**src/rtl/c128_z80plus_pkg.sv**
```systemverilog
// Shared types and defaults for the C128 Z80 accelerator phase scheduler.
package c128_z80plus_pkg;

    typedef enum logic [1:0] {
        VIC  = 2'd0,
        RUN  = 2'd1,
        HOLD = 2'd2,
        SLOW = 2'd3
    } phase_state_e;

    localparam int HALF_PHASE_DOTS_DEF = 4;
    localparam int MIN_ACCESS_DOTS_DEF = 3;
    localparam int SYNC_STAGES_DEF     = 2;

    // Counter width for a half-phase of the given length, never narrower than one bit.
    function automatic int cnt_width(input int dots);
        return (dots > 2) ? $clog2(dots) : 1;
    endfunction

    localparam int PHASE_CNT_W = cnt_width(HALF_PHASE_DOTS_DEF);

endpackage

```
**src/rtl/z80p_sync.sv**
```systemverilog
// Multi-flop synchronizer for one asynchronous level, with a selectable reset value.
module z80p_sync #(
    parameter int   STAGES    = 2,
    parameter logic RESET_VAL = 1'b0
) (
    input  logic clk_i,
    input  logic rst_ni,
    input  logic d_i,
    output logic q_o
);

    logic [STAGES-1:0] sync_q;

    always_ff @(posedge clk_i or negedge rst_ni) begin
        if (!rst_ni) begin
            sync_q <= {STAGES{RESET_VAL}};
        end else begin
            sync_q <= {sync_q[STAGES-2:0], d_i};
        end
    end

    assign q_o = sync_q[STAGES-1];

endmodule

```
**src/rtl/z80_phase_scheduler.sv**
```systemverilog
// Dot-clock scheduler that gates a registered Z80 clock into the Z80 half-phase
// and stretches accesses with WAIT when they cannot finish before the VIC half-phase.
module z80_phase_scheduler
    import c128_z80plus_pkg::*;
#(
    parameter int HALF_PHASE_DOTS = HALF_PHASE_DOTS_DEF,
    parameter int MIN_ACCESS_DOTS = MIN_ACCESS_DOTS_DEF,
    parameter int SYNC_STAGES     = SYNC_STAGES_DEF
) (
    input  logic CLKDOT,
    input  logic nRESET,
    input  logic CLK1MHZ,
    input  logic CLKZ80,
    input  logic nMREQ,
    input  logic nIORQ,
    input  logic nRFSH,
    input  logic CLOCKSEL,
    output logic CLKOUT,
    output logic WAIT,
    output logic ZPHASE
);

    localparam int               CNT_W   = cnt_width(HALF_PHASE_DOTS);
    localparam logic [CNT_W-1:0] CNT_MAX = CNT_W'(HALF_PHASE_DOTS - 1);

    logic acc_raw;
    logic s1m, sz80, ssel, sacc;

    // Refresh cycles mask MREQ so they can never request a stretch.
    assign acc_raw = nRFSH & (~nMREQ | ~nIORQ);

    z80p_sync #(.STAGES(SYNC_STAGES), .RESET_VAL(1'b1)) u_sync_1m (
        .clk_i(CLKDOT), .rst_ni(nRESET), .d_i(CLK1MHZ), .q_o(s1m)
    );
    z80p_sync #(.STAGES(SYNC_STAGES), .RESET_VAL(1'b0)) u_sync_z80 (
        .clk_i(CLKDOT), .rst_ni(nRESET), .d_i(CLKZ80), .q_o(sz80)
    );
    z80p_sync #(.STAGES(SYNC_STAGES), .RESET_VAL(1'b1)) u_sync_sel (
        .clk_i(CLKDOT), .rst_ni(nRESET), .d_i(CLOCKSEL), .q_o(ssel)
    );
    z80p_sync #(.STAGES(SYNC_STAGES), .RESET_VAL(1'b0)) u_sync_acc (
        .clk_i(CLKDOT), .rst_ni(nRESET), .d_i(acc_raw), .q_o(sacc)
    );

    phase_state_e     state_q, state_d;
    logic             s1m_prev_q, acc_prev_q;
    logic             mode_fast_q, mode_fast_d;
    logic [CNT_W-1:0] phase_cnt_q, phase_cnt_d;
    logic             clkout_q, clkout_d;
    logic             wait_q, wait_d;
    logic             zphase_q, zphase_d;
    logic             fall1m, rise1m, acc_start;
    logic             in_z80, short_window;

    assign fall1m       = s1m_prev_q & ~s1m;
    assign rise1m       = ~s1m_prev_q & s1m;
    assign acc_start    = sacc & ~acc_prev_q;
    assign in_z80       = (state_q == RUN) || (state_q == HOLD);
    assign short_window = (HALF_PHASE_DOTS - 1 - int'(phase_cnt_q)) < MIN_ACCESS_DOTS;

    always_ff @(posedge CLKDOT or negedge nRESET) begin
        if (!nRESET) begin
            state_q <= VIC;
        end else begin
            state_q <= state_d;
        end
    end

    always_comb begin
        state_d = state_q;
        unique case (state_q)
            VIC: begin
                if (fall1m) state_d = mode_fast_q ? RUN : SLOW;
            end
            RUN: begin
                if (rise1m)                          state_d = VIC;
                else if (acc_start && short_window)  state_d = HOLD;
            end
            HOLD: begin
                // A falling phase edge here means the VIC phase was missed; restart as if from VIC.
                if (rise1m)      state_d = VIC;
                else if (fall1m) state_d = mode_fast_q ? RUN : SLOW;
            end
            SLOW: begin
                if (rise1m && ssel) state_d = VIC;
            end
            default: state_d = VIC;
        endcase
    end

    always_comb begin
        clkout_d = 1'b0;
        wait_d   = 1'b1;
        zphase_d = 1'b0;
        unique case (state_d)
            RUN, HOLD: begin
                zphase_d = 1'b1;
                wait_d   = (state_d != HOLD);
                // Fresh entry starts low so the first toggle is a clean 0->1 on the next dot.
                if (in_z80 && !fall1m) clkout_d = ~clkout_q;
            end
            SLOW:    clkout_d = sz80;
            default: clkout_d = 1'b0;
        endcase
    end

    always_comb begin
        phase_cnt_d = phase_cnt_q;
        if (fall1m) begin
            phase_cnt_d = '0;
        end else if (in_z80 && (phase_cnt_q != CNT_MAX)) begin
            phase_cnt_d = phase_cnt_q + 1'b1;
        end
        mode_fast_d = rise1m ? ssel : mode_fast_q;
    end

    always_ff @(posedge CLKDOT or negedge nRESET) begin
        if (!nRESET) begin
            s1m_prev_q  <= 1'b1;
            acc_prev_q  <= 1'b0;
            mode_fast_q <= 1'b1;
            phase_cnt_q <= '0;
            clkout_q    <= 1'b0;
            wait_q      <= 1'b1;
            zphase_q    <= 1'b0;
        end else begin
            s1m_prev_q  <= s1m;
            acc_prev_q  <= sacc;
            mode_fast_q <= mode_fast_d;
            phase_cnt_q <= phase_cnt_d;
            clkout_q    <= clkout_d;
            wait_q      <= wait_d;
            zphase_q    <= zphase_d;
        end
    end

    assign CLKOUT = clkout_q;
    assign WAIT   = wait_q;
    assign ZPHASE = zphase_q;

endmodule
```
**config.mk**
```make
export PLATFORM = sky130hd
export DESIGN_NAME = z80_phase_scheduler
export DESIGN_NICKNAME = d
export VERILOG_FILES = /design/src/rtl/c128_z80plus_pkg.sv /design/src/rtl/z80p_sync.sv /design/src/rtl/z80_phase_scheduler.sv
export SDC_FILE = /design/constraint.sdc
export NUM_CORES = 1
export LEC_CHECK = 0
export CORE_MARGIN = 5
export CORE_UTILIZATION = 50
export DETAILED_ROUTE_END_ITERATION = 12
export PLACE_DENSITY = 0.72
export REMOVE_ABC_BUFFERS = 1
export SYNTH_ARGS = -nofsm -noshare
export SYNTH_HDL_FRONTEND = slang
export SYNTH_HIERARCHICAL = 1
export SYNTH_SLANG_ARGS = --single-unit
```
**constraint.sdc**
```tcl
create_clock -name CLKDOT -period 3.7 [get_ports CLKDOT]
set_clock_uncertainty 0.2 [all_clocks]
set_input_delay 0.74 -clock CLKDOT [delete_from_list [all_inputs] [get_ports CLKDOT]]
set_output_delay 0.74 -clock CLKDOT [all_outputs]
set_load 0.01 [all_outputs]
```
Word-level counts from Yosys, hierarchy flattened
Cells that the tools add are included.
{ "totals": {"reg_bits": 18, "input_bits": 8, "output_inout_bits": 3, "word_cells": 56} }
{ "classes": {"add_sub_neg": 2, "magnitude_cmp": 1, "n_eq_ne": 8, "muxes": 13, "n_bitwise": 11, "n_reduce_logical": 9} }
{ "op_table": {"columns": ["operator", "count"], "rows": [
  ["two-way mux 2 bit", 8],
  ["equality test 2 bit, second input constant", 4],
  ["case mux 2 bit (4 select lines)", 1],
  ["inverter 1 bit", 6],
  ["bitwise AND 1 bit", 4],
  ["equality test 2 x 1 -> 1 bit, second input constant", 2],
  ["logical AND 1 bit", 4],
  ["!= test 2 bit, second input constant", 2],
  ["less-than comparator 3 bit, second input constant", 1],
  ["two-way mux 1 bit", 3],
  ["subtractor 2 x 2 -> 3 bit, first input constant", 1],
  ["adder 2 x 1 -> 2 bit, second input constant", 1],
  ["logical NOT 2 bit", 1],
  ["case mux 1 bit (2 select lines)", 1],
  ["nonzero test 2 bit", 1],
  ["OR reduction 2 bit", 1],
  ["logical NOT 1 bit", 1],
  ["logical OR 1 bit", 1],
  ["OR 1 bit", 1]
]} }

Logic depth before layout (Yosys ltp)
{ "logic_depth": {"depth_word": 9, "mapped_depth": 10, "depth_no_buf": 10} }

Modules after synthesis
Netlist, hierarchy kept.
{ "by_module_without_submodules": {"columns": ["mod", "instances", "cells_each", "area_per_inst_um2", "seq_area_each_um2"], "rows": [
  ["z80_phase_scheduler", 1, 59, 599.3, 254.0],
  ["z80p_sync (u_sync_1m ...)", 2, 2, 52.6, 52.6],
  ["z80p_sync (u_sync_acc ...)", 2, 2, 50.0, 50.0]
]} }

Worst setup path after synthesis
Ideal clock, no wire load.
{ "synth_timing": {"path_kind": "flip-flop to flip-flop", "from": "register phase_cnt_q[0]", "to": "register clkout_q (netlist: CLKOUT)", "setup_time_ns": 0.118, "t_arrival_ns": 1.768, "required_time_ns": 3.382, "slack_ns": 1.614, "stages_incl_launch_ff": 11, "path_buffers": 0, "synth_period_minus_slack_ns": 2.086, "path_cell_list": "dfrtp_1 > inv_1 > ha_1 > nor3b_1 > o211ai_1 > a32oi_1 > ha_1 > nand2_1 > nor3_1 > a21oi_1 > nor2_1"} }
{ "synth_via": {"elab_chain_len": 9, "word_cells_on_any_way": 11, "cone_classes": "add/sub (1); order compare (1); eq/ne (3); mux (4); reduce/logical (2)"} }
{ "synth_rtl": {"columns": ["item", "line_no", "text"], "rows": [
  ["start, declared", "z80_phase_scheduler.sv:48", "logic [CNT_W-1:0] phase_cnt_q, phase_cnt_d;"],
  ["start signal, assigned", "z80_phase_scheduler.sv:130", "phase_cnt_q <= phase_cnt_d;"],
  ["subtractor 2 x 2 -> 3 bit (*)", "z80_phase_scheduler.sv:59", "assign short_window = (HALF_PHASE_DOTS - 1 - int'(phase_cnt_q)) < MIN_ACCESS_DOTS;"],
  ["less-than comparator 3 bit (*)", "z80_phase_scheduler.sv:59", null],
  ["logical AND 1 bit (*)", "z80_phase_scheduler.sv:77", "else if (acc_start && short_window) state_d = HOLD;"],
  ["two-way mux 2 bit (*)", "z80_phase_scheduler.sv:77", null],
  ["two-way mux 2 bit (*)", "z80_phase_scheduler.sv:76", "if (rise1m) state_d = VIC;"],
  ["case mux 2 bit (4 select lines) (*)", "z80_phase_scheduler.sv:71", "unique case (state_q)"],
  ["via state_d[1]", "z80_phase_scheduler.sv:45", "phase_state_e state_q, state_d;"],
  ["equality test 2 x 1 -> 1 bit or equality test 2 bit (tied branches)", "z80_phase_scheduler.sv:95", "unique case (state_d)"],
  ["OR reduction 2 bit", "z80_phase_scheduler.sv:95", null],
  ["case mux 1 bit (2 select lines) (*)", "z80_phase_scheduler.sv:95", null],
  ["via clkout_d", "z80_phase_scheduler.sv:49", "logic clkout_q, clkout_d;"],
  ["end signal, assigned", "z80_phase_scheduler.sv:131", "clkout_q <= clkout_d;"],
  ["end, declared", "z80_phase_scheduler.sv:49", null]
]} }
Mark *: on every way through the listed nets, which the timed path passes. The rest lies on a longest branch.
A chain may end at the register's enable or synchronous reset.

Worst setup path after layout
Same ends and word-level chain as after synthesis.

==> impl_metrics.ini <==
[run_status]
outcome = complete, no violations

[timing]
period_minus_slack_ps = 2410
clock.fmax_mhz = 415
maxSlewViolCount = 0
hold_viol = 0
rsz0062_at_grt = no
setup_violations = 0
tns_ps = 0
relSlewSlack = 0.511
timing.final.ws_setup_ps = 1290
fin_crit_sh = 0.652
tightest_slew_ps = 731

[floorplanning]
io_pins = 11
fp.coreArea_um2 = 1520
die_h_um = 50.1
chipWidth_um = 50.1
die_area_um2 = 2510
placementRows = 14
initial_utilization = 0.528

[worst_setup_path]
critPathKind = reg2reg
critPathLaunchType = flop
cpMostUsedCell = ha_1
cp_max_fo = 3
end_kind = flop
cp_cell_sequence = inv_1 > ha_1 > nor3b_1 > o211ai_1 > a32oi_1 > ha_1 > nand2_1 > nor3_1 > a21oi_1 > nor2_1
crit_path_max_incr_delay_ps = 410
path_depth = 10
r2r_start = phase_cnt_q[0]
worstPathArrival_ps = 2400
r2r_cells = 10
worst_path_max_delay_cell = dfrtp_1
worstPathRequired_ps = 3680
reg2reg_slack_ps = 1290
reg2reg_to = CLKOUT
critPathTopFamily = compound AO/OA/AOI/OAI gates
path_buf_inv = 1

[clock_tree]
clk_path_buf_depth = 2
postCtsSetupRepairBufs = 0
root_buffer = clkbuf_4
cts-hold-fix-buffers = 0
cts_resized = 0
clk_latency_ps = 290
htreeDepth = 1
cts_tree = built
path_clk_slew_ps = 100
clock-sinks = 18
cts_made_buffers = 3

[hold_path]
holdPathStages = 0
hold_path_end = u_sync_1m/sync_q[1]
hold_path_class = reg2reg
hold_start = u_sync_1m/sync_q[0]

[yosys]
synthDistinctLibCells = 26
syn_inst = 67
yosysMostFrequentCell = dfrtp_1
ys_ff_latch = 18
async_flop_share = 1.00
synth_top_family_by_area = adder cells
synth_top_area_frac = 0.342
yosys.area_share.adder = 0.140
yosysTopAreaCell = dfrtp_1
synthXorXnorAreaFrac = 0.0109
yosys-mux-area-fraction = 0
ys_top_cells_by_count = 11 x dfrtp_1, 9 x ha_1, 7 x dfstp_2
synth_top_cells_by_area = dfrtp_1 34%, dfstp_2 23%, ha_1 14%
yosysSeqAreaShare = 0.571
syn_area_um2 = 805
avgSynthCellArea_um2 = 12.0
synth_edf_count = 0
yosys_warnings = 6
synthFlopType = dfrtp_1
yosys.area_share.simple = 0.132
synth_compound_area_frac = 0.123

[route]
routedWlPerCell_um = 14.7
routed.top_layer = met4
ant_nets = 0
route.detailed.drc = 0
wl_met1_um = 613
wl_met3_um = 68
wl_met2_um = 731
finalWirelength_mm = 1.43
vias = 521
first_pass_iters = 4
avgViaCountPerCell = 5.37
detail_route.iter0.violations = 9

[place]
portBuffers = 10
place.gp.congestion = 0.752
dpl.hpwl_mm = 1.12
place_ws_ps = 1290

[layout]
n_antenna_cell = 0
fill_cells = 115
ff_latch_area_um2 = 459
syn2layout_area_growth_pct = 19.4
nets = 99
drive_gt1_frac = 0.185
multiInputGateArea_um2 = 327

[run]
cap_violations = 0

[global_route]
grt_usage = 0.142
grt_pass1_wl_mm = 2.68
grt-ovfl-total = 0
antenna_found_initial = 0
grt_start_max_net_pins = 19
first_global_vias = 649

[pwr]
max-vdd-ir-drop_uv = 437
leakage_nw = 0.435
powerDensity_nw_per_um2 = 736
power.total_w = 0.000707
[registers in the layout, indices dropped and copies added, names as in the netlist, 2 cells and up]
register and cells:
u_sync_z80/sync_q 2, u_sync_acc/sync_q 2, state_q 2, phase_cnt_q 2
u_sync_1m/sync_q 2, u_sync_sel/sync_q 2
[report_power, final]
part,internal [W],switching (W)
logic,0.000139,0.000168
clock network,0.0000599,0.0000599
registers,0.000246,0.0000347
total,0.000445,0.000263
[final cells by class]
type                            instances  share of cell area
Clock buffer                            4              0.0378
Inverter                                5              0.0195
Multi-Input combinational cell         44               0.340
Sequential cell                        18               0.478
Tap cell                               16              0.0208
Timing Repair Buffer                   10               0.104
[cells by family (layout without fill, tap and decap cells)]
logic type	after synthesis	after routing
buffers and inverters	5	19
XOR/XNOR	1	1
flip-flops	18	18
AO/OA/AOI/OAI	14	14
adder cells (fa/ha/maj)	9	9
AND/OR/NAND/NOR	20	20
[per-stage QoR]
stage | area (um^2) | std cells | utilization | hold WS (ps)
CTS | 961 | 97 | 0.631 | 163
floorplan | 805 | 67 | - | 131
detailed placement | 925 | 93 | 0.607 | 139
finish | 961 | 97 | 0.631 | 162
global route | 961 | 97 | 0.631 | 173
global placement | 925 | 93 | 0.607 | 133
[how the worst max path moves through the flow]
stage	endpoint	startpoint	slack [ps]
6_report	CLKOUT	phase_cnt_q[0]	1290
5_1_grt	CLKOUT	phase_cnt_q[0]	1170
4_1_cts	CLKOUT	phase_cnt_q[0]	1270
3_5_place_dp	CLKOUT	phase_cnt_q[0]	1290
3_3_place_gp	CLKOUT	phase_cnt_q[0]	1460
2_1_floorplan	CLKOUT	phase_cnt_q[0]	1610
[layout by cell type (no fill, tap or decap), types with 2 or more instances in the layout]
| cell type | count |
|---|---|
| dfstp_2 | 7 |
| nand2b_1 | 2 |
| nand2_1 | 6 |
| nor2_1 | 4 |
| nor2b_1 | 2 |
| dfrtp_1 | 11 |
| clkbuf_4 | 3 |
| ha_1 | 9 |
| a21oi_1 | 4 |
| clkdlybuf4s50_1 | 10 |
| inv_1 | 5 |
[routing by layer]
| layer | GRT usage | vias to the layer above |
|---|---|---|
| li1 | - | 253 |
| met1 | 0.157 | 253 |
| met2 | 0.234 | 13 |
| met3 | 0.0512 | 2 |
| met4 | 0.0742 | 0 |
| met5 | 0 | - |
No activity file was read; power rests on OpenSTA's default activity.
